--- src/rtl/ones_run_tx_pkg.sv ---
// Shared definitions for the ones-run transmitter and its zero-detector companions.
package ones_run_tx_pkg;

  typedef enum logic [1:0] {
    ST_IDLE = 2'd0,
    ST_RUN  = 2'd1,
    ST_TERM = 2'd2,
    ST_GAP  = 2'd3
  } tx_state_e;

  localparam int unsigned LEN_W_DEF      = 4;
  localparam int unsigned GAP_CYCLES_DEF = 2;
  localparam int unsigned CNT_W_DEF      = 8;

  // Gap counter width; never zero so the type stays legal when the gap is disabled.
  function automatic int unsigned gap_cnt_w(input int unsigned gap);
    return (gap == 0) ? 1 : $clog2(gap + 1);
  endfunction

endpackage

--- src/rtl/ones_run_tx_if.sv ---
// Length handshake plus serial-line outputs of the ones-run transmitter.
interface ones_run_tx_if
  import ones_run_tx_pkg::*;
#(
  parameter int unsigned LEN_W = LEN_W_DEF,
  parameter int unsigned CNT_W = CNT_W_DEF
);
  logic [LEN_W-1:0] len_in;
  logic             len_valid;
  logic             len_ready;
  logic             x_out;
  logic             busy;
  logic             done;
  logic [CNT_W-1:0] frame_cnt;

  modport master (
    output len_in, len_valid,
    input  len_ready, x_out, busy, done, frame_cnt
  );

  modport slave (
    input  len_in, len_valid,
    output len_ready, x_out, busy, done, frame_cnt
  );
endinterface

--- src/rtl/ones_run_tx_down_counter.sv ---
// Loadable down-counter with zero/one flags; saturates at zero.
module tx_down_counter #(
  parameter int unsigned W = 4
) (
  input  logic         clock,
  input  logic         reset,
  input  logic         load,
  input  logic [W-1:0] load_val,
  input  logic         dec,
  output logic         is_zero,
  output logic         is_one
);
  logic [W-1:0] cnt;

  always_ff @(posedge clock or negedge reset) begin
    if (!reset)                 cnt <= '0;
    else if (load)              cnt <= load_val;
    else if (dec && cnt != '0)  cnt <= cnt - W'(1);
  end

  assign is_zero = (cnt == '0);
  assign is_one  = (cnt == W'(1));
endmodule

--- src/rtl/ones_run_tx.sv ---
// Serial source: on each accepted length N drives N ones, one zero terminator,
// then GAP_CYCLES idle zeros.
module ones_run_tx
  import ones_run_tx_pkg::*;
#(
  parameter int unsigned LEN_W      = LEN_W_DEF,
  parameter int unsigned GAP_CYCLES = GAP_CYCLES_DEF,
  parameter int unsigned CNT_W      = CNT_W_DEF
) (
  input  logic         clock,
  input  logic         reset,
  ones_run_tx_if.slave bus
);
  localparam int unsigned GW = gap_cnt_w(GAP_CYCLES);

  tx_state_e state, nxt;
  logic      accept;
  logic      run_one, run_zero, run_done;
  logic      gap_done;

  assign bus.len_ready = reset & (state == ST_IDLE);
  assign accept        = bus.len_valid & bus.len_ready;

  tx_down_counter #(.W(LEN_W)) u_run_cnt (
    .clock    (clock),
    .reset    (reset),
    .load     (accept),
    .load_val (bus.len_in),
    .dec      (state == ST_RUN),
    .is_zero  (run_zero),
    .is_one   (run_one)
  );
  // Zero can only be reached after an abnormal entry into RUN; treat it as end of run.
  assign run_done = run_one | run_zero;

  generate
    if (GAP_CYCLES > 0) begin : g_gap
      logic gap_one, gap_zero;
      tx_down_counter #(.W(GW)) u_gap_cnt (
        .clock    (clock),
        .reset    (reset),
        .load     (state == ST_TERM),
        .load_val (GW'(GAP_CYCLES)),
        .dec      (state == ST_GAP),
        .is_zero  (gap_zero),
        .is_one   (gap_one)
      );
      assign gap_done = gap_one | gap_zero;
    end else begin : g_nogap
      assign gap_done = 1'b1;
    end
  endgenerate

  always_comb begin
    nxt = ST_IDLE;
    case (state)
      ST_IDLE: if (accept) nxt = (bus.len_in != '0) ? ST_RUN : ST_TERM;
      ST_RUN:  nxt = run_done ? ST_TERM : ST_RUN;
      ST_TERM: nxt = (GAP_CYCLES == 0) ? ST_IDLE : ST_GAP;
      ST_GAP:  nxt = gap_done ? ST_IDLE : ST_GAP;
      default: nxt = ST_IDLE;
    endcase
  end

  // Outputs are registered from the destination state so they align with it.
  always_ff @(posedge clock or negedge reset) begin
    if (!reset) begin
      state         <= ST_IDLE;
      bus.x_out     <= 1'b0;
      bus.done      <= 1'b0;
      bus.busy      <= 1'b0;
      bus.frame_cnt <= '0;
    end else begin
      state     <= nxt;
      bus.x_out <= (nxt == ST_RUN);
      bus.done  <= (nxt == ST_TERM);
      bus.busy  <= (nxt != ST_IDLE);
      if (nxt == ST_TERM) bus.frame_cnt <= bus.frame_cnt + CNT_W'(1);
    end
  end
endmodule

--- src/flat_wrapper.sv ---
// flat-port wrapper written by rule: the top's interface ports become plain ports
module ones_run_tx_flat import ones_run_tx_pkg::*;
#(
  parameter int unsigned LEN_W      = LEN_W_DEF,
  parameter int unsigned GAP_CYCLES = GAP_CYCLES_DEF,
  parameter int unsigned CNT_W      = CNT_W_DEF
)
  (clock, reset, bus_len_in, bus_len_valid, bus_len_ready, bus_x_out, bus_busy, bus_done, bus_frame_cnt);
  ones_run_tx_if #(.LEN_W(LEN_W), .CNT_W(CNT_W)) bus_i ();
  input  logic clock;
  input  logic reset;
  input wire logic [$bits(bus_i.len_in)-1:0] bus_len_in;
  input wire logic [$bits(bus_i.len_valid)-1:0] bus_len_valid;
  output wire logic [$bits(bus_i.len_ready)-1:0] bus_len_ready;
  output wire logic [$bits(bus_i.x_out)-1:0] bus_x_out;
  output wire logic [$bits(bus_i.busy)-1:0] bus_busy;
  output wire logic [$bits(bus_i.done)-1:0] bus_done;
  output wire logic [$bits(bus_i.frame_cnt)-1:0] bus_frame_cnt;
  assign bus_i.len_in = bus_len_in;
  assign bus_i.len_valid = bus_len_valid;
  assign bus_len_ready = bus_i.len_ready;
  assign bus_x_out = bus_i.x_out;
  assign bus_busy = bus_i.busy;
  assign bus_done = bus_i.done;
  assign bus_frame_cnt = bus_i.frame_cnt;
  ones_run_tx #(.LEN_W(LEN_W), .GAP_CYCLES(GAP_CYCLES), .CNT_W(CNT_W)) u_core (.clock(clock), .reset(reset), .bus(bus_i));
endmodule
--- config.mk ---
export PLATFORM = sky130hd
export DESIGN_NAME = ones_run_tx_flat
export DESIGN_NICKNAME = d
export VERILOG_FILES = /design/src/rtl/ones_run_tx_pkg.sv /design/src/rtl/ones_run_tx_if.sv /design/src/rtl/ones_run_tx_down_counter.sv /design/src/rtl/ones_run_tx.sv /design/src/flat_wrapper.sv
export SDC_FILE = /design/constraint.sdc
export NUM_CORES = 1
export LEC_CHECK = 0
export BUFFER_PORTS_ARGS = -buffer_cell sky130_fd_sc_hd__buf_2
export CORE_UTILIZATION = 43
export DETAILED_ROUTE_END_ITERATION = 16
export GPL_TIMING_DRIVEN = 0
export PLACE_DENSITY = 0.65
export SYNTH_ARGS = -nofsm -noshare
export SYNTH_HDL_FRONTEND = slang
export SYNTH_SLANG_ARGS = --single-unit
--- constraint.sdc ---
create_clock -name clock -period 3.65 [get_ports clock]
set_input_delay 0.73 -clock clock [delete_from_list [all_inputs] [get_ports clock]]
set_output_delay 0.73 -clock clock [all_outputs]
set_load 0.01 [all_outputs]
; Word level (Yosys, flattened, before mapping)
; Cells that the tools add are included.
; Widths: inputs -> output; s select.
[totals]
word_cells = 41
input_bits = 7
output_inout_bits = 12
regBits = 19
[op_classes]
addsub = 3
n_bitwise = 4
mux = 9
n_eq_ne = 7
reduce_logical = 11
[ops]
columns = op, n
row1 = $mux 2, 6
row2 = $add 8x1->8 const B, 1
row3 = $mux 4, 2
row4 = $pmux 2 s4, 1
row5 = $reduce_bool 2->1, 4
row6 = $reduce_bool 4->1, 2
row7 = $eq 2x1->1 const B, 3
row8 = $eq 2x2->1 const B, 3
row9 = $eq 4x1->1 const B, 1
row10 = $logic_not 2->1, 2
row11 = $logic_not 4->1, 1
row12 = $sub 4x1->4 const B, 1
row13 = $and 1x1->1, 2
row14 = $logic_and 1x1->1, 2
row15 = $or 1x1->1, 2
row16 = $sub 2x1->2 const B, 1

; Depth between registers and ports, before layout
; Gate-level depths: netlist of the first run.
[depth]
depth_word = 6
ltp_mapped = 6
ltp_nobuf = 6

; Modules after synthesis
; Synthesis of the first run repeated with hierarchy kept, for this count alone.
[hier_totals]
hier_cells = 94
hier_area_um2 = 1023.5
[by_module_without_submodules]
columns = module, n_inst, cells_per_inst, area_per_inst_um2, seq_area_each_um2
row1 = ones_run_tx, 1, 51, 613.1, 325.3
row2 = tx_down_counter at u_core.u_run_cnt, 1, 30, 266.5, 100.1
row3 = tx_down_counter at u_core.g_gap.u_gap_cnt, 1, 13, 143.9, 50.0

; Worst setup path before layout of the first run
; OpenSTA, ideal clock, no wires.
[synth_timing]
path_kind = input to register
start = in bus_len_in[1]
end = reg u_core.bus.frame_cnt[1]
path_stages = 3
arrival_ps = 1840
path_buffers = 0
t_required_ps = 3525
slack_ps = 1685
setup_ps = 125
cell_sequence = or4_4 o32ai_4 mux2_4
[synth_between]
elab_chain_len = 5
[synth_rtl]
columns = element, line
row1 = start: declaration, flat_wrapper.sv:12  ; input wire logic [$bits(bus_i.len_in)-1:0] bus_len_in;
row2 = $reduce_bool 4->1, ones_run_tx.sv:57  ; ST_IDLE: if (accept) nxt = (bus.len_in != '0) ? ST_RUN : ST_TERM;
row3 = $mux 2 (2 in series), ones_run_tx.sv:57
row4 = $pmux 2 s4, ones_run_tx.sv:56  ; case (state)
row5 = $eq 2x2->1, ones_run_tx.sv:78  ; if (nxt == ST_TERM) bus.frame_cnt <= bus.frame_cnt + CNT_W'(1);
row6 = end signal: assignment, ones_run_tx.sv:78
row7 = end: declaration, ones_run_tx_if.sv:23  ; output len_ready, x_out, busy, done, frame_cnt
; Every way passes these cells.
; A chain may end at the register's enable or synchronous reset.

; Worst setup path in the final report of the first run
[layout_timing]
start = in reset
end = out bus_len_ready
[layout_between]
elab_chain_len = 1
[layout_rtl]
columns = element, line
row1 = start: declaration, flat_wrapper.sv:11  ; input logic reset;
row2 = $and 1x1->1, ones_run_tx.sv:21  ; assign bus.len_ready = reset & (state == ST_IDLE);
row3 = end: declaration, flat_wrapper.sv:14  ; output wire logic [$bits(bus_i.len_ready)-1:0] bus_len_ready;
; Every way passes these cells.

==> impl_metrics.env, run 1 <==
export IMPL_r2r_end="u_core.bus.frame_cnt[6]"
export IMPL_stdcell_count=142
export IMPL_finalMaxSlewViolations=0
export IMPL_ant_nets=0
export IMPL_yosysWarnings=0
export IMPL_leakagePower_uw=0.0005659
export IMPL_die_x_um=50.19
export IMPL_required_ps=2920
export IMPL_skew_ps=8.681
export IMPL_critical_path_class="in -> out"
export IMPL_clk_latency_ps=290
export IMPL_crit_path_start_kind="input pin"
export IMPL_syn_area_per_cell_sq_um=10.85
export IMPL_setup_violations=0
export IMPL_grt_max_degree=23
export IMPL_overflow=0
export IMPL_drc_errors=0
export IMPL_grt_usage_pct=16.59
export IMPL_period_minus_slack_ps=2136
export IMPL_netlist_area_leader_share_pct=47.62
export IMPL_worstReg2RegStart="u_core.u_run_cnt.cnt[0]"
export IMPL_initial_core_util_pct=45.57
export IMPL_grt_pass1_vias=705
export IMPL_cp_arrival_ps=1410
export IMPL_tritoncts="built"
export IMPL_tns_ps=0
export IMPL_antenna_found_initial=0
export IMPL_maxCapViolCount=0
export IMPL_dieArea_sq_um=2519
export IMPL_synth_cells=92
export IMPL_core_area_sq_um=2191
export IMPL_rsz0062_at_grt="no"
export IMPL_routed_wl_um=1786
export IMPL_yosysUniqueCellTypes=32
export IMPL_reg2reg_setup_slack_ps=1850
export IMPL_total_power_uw=915.6
export IMPL_rows=17
export IMPL_yosys_area_top_type="dfrtp_1"
export IMPL_synth_edf_count=0
export IMPL_status="complete, no violations"
export IMPL_async_flop_share_pct=100.0
export IMPL_final_net_count=128
export IMPL_ir_drop_mv=0.4066
export IMPL_fmax_mhz=468.1
export IMPL_port_buffers=18
export IMPL_syn_num_nets=105
export IMPL_powerDensity_nw_per_um2=796.3
export IMPL_tightest_slew_ps=579.0
export IMPL_htree_num_levels=1
export IMPL_synth_seq_cells=19
export IMPL_placed_cell_area_sq_um=1124
export IMPL_ys_seq_area_share_pct=47.62
export IMPL_area_delta_synth_final_pct=15.16
export IMPL_grt_pass1_wl_um=3146
export IMPL_fin_area_sq_um=1150
export IMPL_r2r_cells=6
export IMPL_holdBufCountCts=0
export IMPL_min_path_type="in -> async"
export IMPL_ios=19
export IMPL_final_cell_mix="19 x buf_2, 19 x dfrtp_1, 7 x nor2_1"
export IMPL_cts_root_buf="clkbuf_4"
export IMPL_hold_viol=0
export IMPL_drive_gt1_share_pct=23.68
export IMPL_clkTransAtPathRegs_ps=110
export IMPL_first_pass_iters=4
export IMPL_netlist_top_cells_area="dfrtp_1 48%, ha_1 7.5%, xnor2_1 5.3%"
export IMPL_cts_sinks=19
export IMPL_gp_congestion=0.8484
export IMPL_via_per_inst=5.261
export IMPL_diodes=0
export IMPL_vias=747
export IMPL_wl_per_cell_um=12.58
export IMPL_cts_resized=0
export IMPL_numCtsBuffers=3
export IMPL_syn_area_sq_um=998.5
export IMPL_cp_end_kind="primary output"
export IMPL_postCtsSetupRepairBufs=0
export IMPL_synth_flop_cell="dfrtp_1"
export IMPL_fin_util_pct=52.48
export IMPL_die_h_um=50.19
export IMPL_crit_fanout=22
export IMPL_dp_cells=138
export IMPL_fin_crit_sh_pct=58.53
export IMPL_cts_buffer_depth=2
export IMPL_hpwl_um=1298
export IMPL_drt_iter0_markers=10
export IMPL_maxSlewHeadroom_pct=61.10
worst max path at each step:
| stage | from | endpoint | slack [ps] |
|---|---|---|---|
| 2_1_floorplan | bus_len_in[1] | u_core.bus.frame_cnt[1] | 1680 |
| 3_3_place_gp | reset | u_core.bus.frame_cnt[7] | 1310 |
| 3_5_place_dp | reset | u_core.bus.frame_cnt[6] | 1280 |
| 4_1_cts | reset | bus_len_ready | 1470 |
| 5_1_grt | u_core.state[1] | bus_len_ready | 1420 |
| 6_report | reset | bus_len_ready | 1510 |
metrics by stage:
step	worst slack (ps)	hold slack (ps)
after floorplan	1685	434.4
after global placement	1308	458.6
after detailed placement	1282	461.2
after CTS	1466	373.6
after global routing	1415	377.7
final	1514	362.4
synth_stat cells, drive strengths merged (2+ instances only):
cell type	number
xnor2	6
nand4	4
o21ai	4
a21o	2
nor3	2
o22ai	2
nand2	5
inv	6
dfrtp	19
nor2	7
ha	6
a211oi	2
a21oi	5
and3	4
worst max-delay path, cell delays in order:
cell    delay (ps)
buf_2          370
and2_1         180
buf_2          120
logic make-up after synthesis:
group / synth area share [%]
adders and majority gates: 7.519
AOI/OAI and AO/OA: 16.42
muxes: 1.503
buffers and inverters: 3.132
xor gates and xnor gates: 6.140
DFF: 47.62
and+or+nand+nor: 17.67
report_power, final:
part	switching [uW]	total (uW)	internal (uW)	leakage (uW)
sequential	71.5	366	295	0.000234
combinational	239	445	206	0.000317
clock	61.5	104	42.5	0.0000150
total	372	916	543	0.000566
layout make-up:
cell class | instances | area (sq um)
repair buffers | 18 | 90.09
multi-input cells | 65 | 491.7
fillers | 217 | 1041
inverters | 6 | 22.52
plain buffers | 2 | 8.758
clock buffers | 4 | 26.28
well taps | 28 | 35.03
flip-flops and latches | 19 | 475.5
per-layer routing:
layer | share of wire, % | track usage, % | routed length (um) | vias up
met2 | 48 | 25.78 | 859 | 15
li1 | - | - | - | 375
met3 | 4.3 | 2.727 | 76 | 2
met1 | 47 | 22.05 | 834 | 355
met4 | 0.78 | 8.571 | 14 | 0
met5 | 0 | 0 | 0 | -
sequential cells by signal, summed over array words and instances (netlist names):
signal and cells:
u_core.state 2, u_core.g_gap.u_gap_cnt.cnt 2, u_core.bus.x_out 1, u_core.bus.busy 1, u_core.u_run_cnt.cnt 4, u_core.bus.done 1, u_core.bus.frame_cnt 8
Power figures use the tool's default switching activity.
==> run 2: changes to the inputs <==
Settings changed: PLACE_DENSITY 0.65 to 0.67.
Clock period 3.65 ns to 1.7 ns, I/O delays scaled along.
==> run 2 against run 1 <==
  * Critical path depth increased by 1
  * Wire length increased by 5.8%
  * Power is 130% higher
  * Sequential power grew 120%
  * Count of clock-buffer cells in the layout down 1
  * Sequential cell count did not move
  * Global-route usage grew 1.2 points
  * Critical path type is now reg -> out
  * Critical endpoint unchanged
  * Largest cell class unchanged
==> impl_metrics.env, run 2 (same netlist as run 1, synthesis figures left out) <==
export IMPL_status="complete, no violations"
export IMPL_fmax_mhz=614.0
export IMPL_drive_gt1_share_pct=32.20
export IMPL_routed_wl_um=1890
export IMPL_place_ws_ps=-271.9
export IMPL_regMostFlops="u_core.bus.frame_cnt"
export IMPL_period_minus_slack_ps=1629
export IMPL_required_ps=1360
export IMPL_cts_buffer_depth=2
export IMPL_finalMaxSlewViolations=0
export IMPL_vias=773
export IMPL_overflow=0
export IMPL_die_x_um=50.19
export IMPL_clkTransAtPathRegs_ps=120
export IMPL_fin_ws_ps=71.25
export IMPL_largest_reg_flops=8
export IMPL_grt_usage_pct=17.83
export IMPL_crit_path_start_kind="register"
export IMPL_antenna_found_initial=0
export IMPL_min_path_type="in -> reg"
export IMPL_powerDensity_nw_per_um2=1724
export IMPL_critical_path_class="reg -> out"
export IMPL_grt_pass1_vias=726
export IMPL_clk_latency_ps=320
export IMPL_fin_crit_sh_pct=95.81
export IMPL_leakagePower_uw=0.0005906
export IMPL_wl_per_cell_um=12.95
export IMPL_crit_fanout=10
export IMPL_htree_num_levels=1
export IMPL_reg_top3="u_core.bus.frame_cnt (8), u_core.u_run_cnt.cnt (4)"
export IMPL_setup_violations=0
export IMPL_cts_sinks=19
export IMPL_drc_errors=0
export IMPL_cts_root_buf="clkbuf_4"
export IMPL_skew_ps=4.614
export IMPL_grt_max_degree=20
export IMPL_tightest_slew_ps=830.4
export IMPL_maxCapViolCount=0
export IMPL_cp_end_kind="primary output"
export IMPL_ios=19
export IMPL_rows=17
export IMPL_gp_congestion=0.8774
export IMPL_final_net_count=132
export IMPL_core_area_sq_um=2191
export IMPL_cp_arrival_ps=1290
export IMPL_ir_drop_mv=0.8412
export IMPL_die_h_um=50.19
export IMPL_initial_core_util_pct=45.57
export IMPL_hold_viol=0
export IMPL_grt_pass1_wl_um=3312
export IMPL_first_pass_iters=6
export IMPL_diodes=0
export IMPL_area_delta_synth_final_pct=22.93
export IMPL_via_per_inst=5.295
export IMPL_drt_iter0_markers=14
export IMPL_port_buffers=18
export IMPL_tritoncts="built"
export IMPL_hpwl_um=1321
export IMPL_maxSlewHeadroom_pct=44.46
export IMPL_final_cell_mix="19 x buf_2, 19 x dfrtp_1, 6 x nor2_1, 6 x xnor2_1"
export IMPL_holdWs_ps=269.9
export IMPL_numCtsBuffers=3
export IMPL_dieArea_sq_um=2519
export IMPL_ant_nets=0
==> run 2: changes by cell type in the layout (fill, tap and decap cells not counted), sizes merged <==
cell,delta
clkinvlp,+1
clkbuf,-1
dlygate4sd3,+1
buf,+3
==> run 2: what timing repair did <==
action | 4_1_cts | 5_1_grt
setup endpoints to repair | 8 | 9
pin swaps | 1 | 1
gates cloned | 0 | 0
hold endpoints to repair | 19 | 0
hold buffers | 1 | 0
setup buffers | 2 | 1
gates resized for setup | 1 | 9
==> run 2: layout make-up <==
class,count,area [sq um]
clock inverters,1,7.507
clock buffers,3,22.52
well taps,28,35.03
multi-input cells,65,516.7
flip-flops and latches,19,475.5
fillers,198,963.4
repair buffers,22,135.1
plain buffers,2,12.51
inverters,6,22.52
==> run 2: worst paths after layout <==
path | startpoint | endpoint | slack, ps | depth (start not counted)
setup / recovery | u_core.state[1] | bus_len_ready | 70 | 4
hold / removal | bus_len_in[1] | u_core.u_run_cnt.cnt[1] | 270 | 2
setup reg to reg | u_core.u_run_cnt.cnt[3] | u_core.bus.frame_cnt[1] | 120 | 4
hold reg to reg | u_core.bus.frame_cnt[7] | u_core.bus.frame_cnt[7] | 490 | 1
max in group asynchronous | reset | u_core.bus.frame_cnt[3] | 490 | 2
min in group asynchronous | reset | u_core.state[1] | 700 | 2
==> run 2: report_power, final <==
part           total (uW)  internal, uW  switching [uW]
Sequential            790           633             157
Combinational        1080           532             547
Clock                 247          90.1             157
==> run 2: metal layers <==
layer	wire, um	global-route usage [%]	vias to the layer above	share of wire, %
li1	-	-	386	-
met3	109	6.364	4	5.8
met4	21	5.714	0	1.1
met1	853	21.76	363	45
met2	905	29.11	20	48
met5	0	0	-	0
==> run 2: critical path, stage by stage, from the launching register on <==
cell and delay (ps):
dfrtp_1 430, clkbuf_4 200, nor2_2 110, and2_1 120
buf_2 120
==> run 2: metrics by stage <==
step	area (sq um)	util [%]	TNS (ps)	instances	power [uW]
finish	1227	56.03	0	146	2116
global route	1227	56.03	-4.679	146	2318
CTS	1192	54.43	0	145	2061
detailed placement	1124	51.29	-1966	138	1753
global placement	1124	51.29	-1839	138	1726
floorplan	998.5	-	0	92	1500
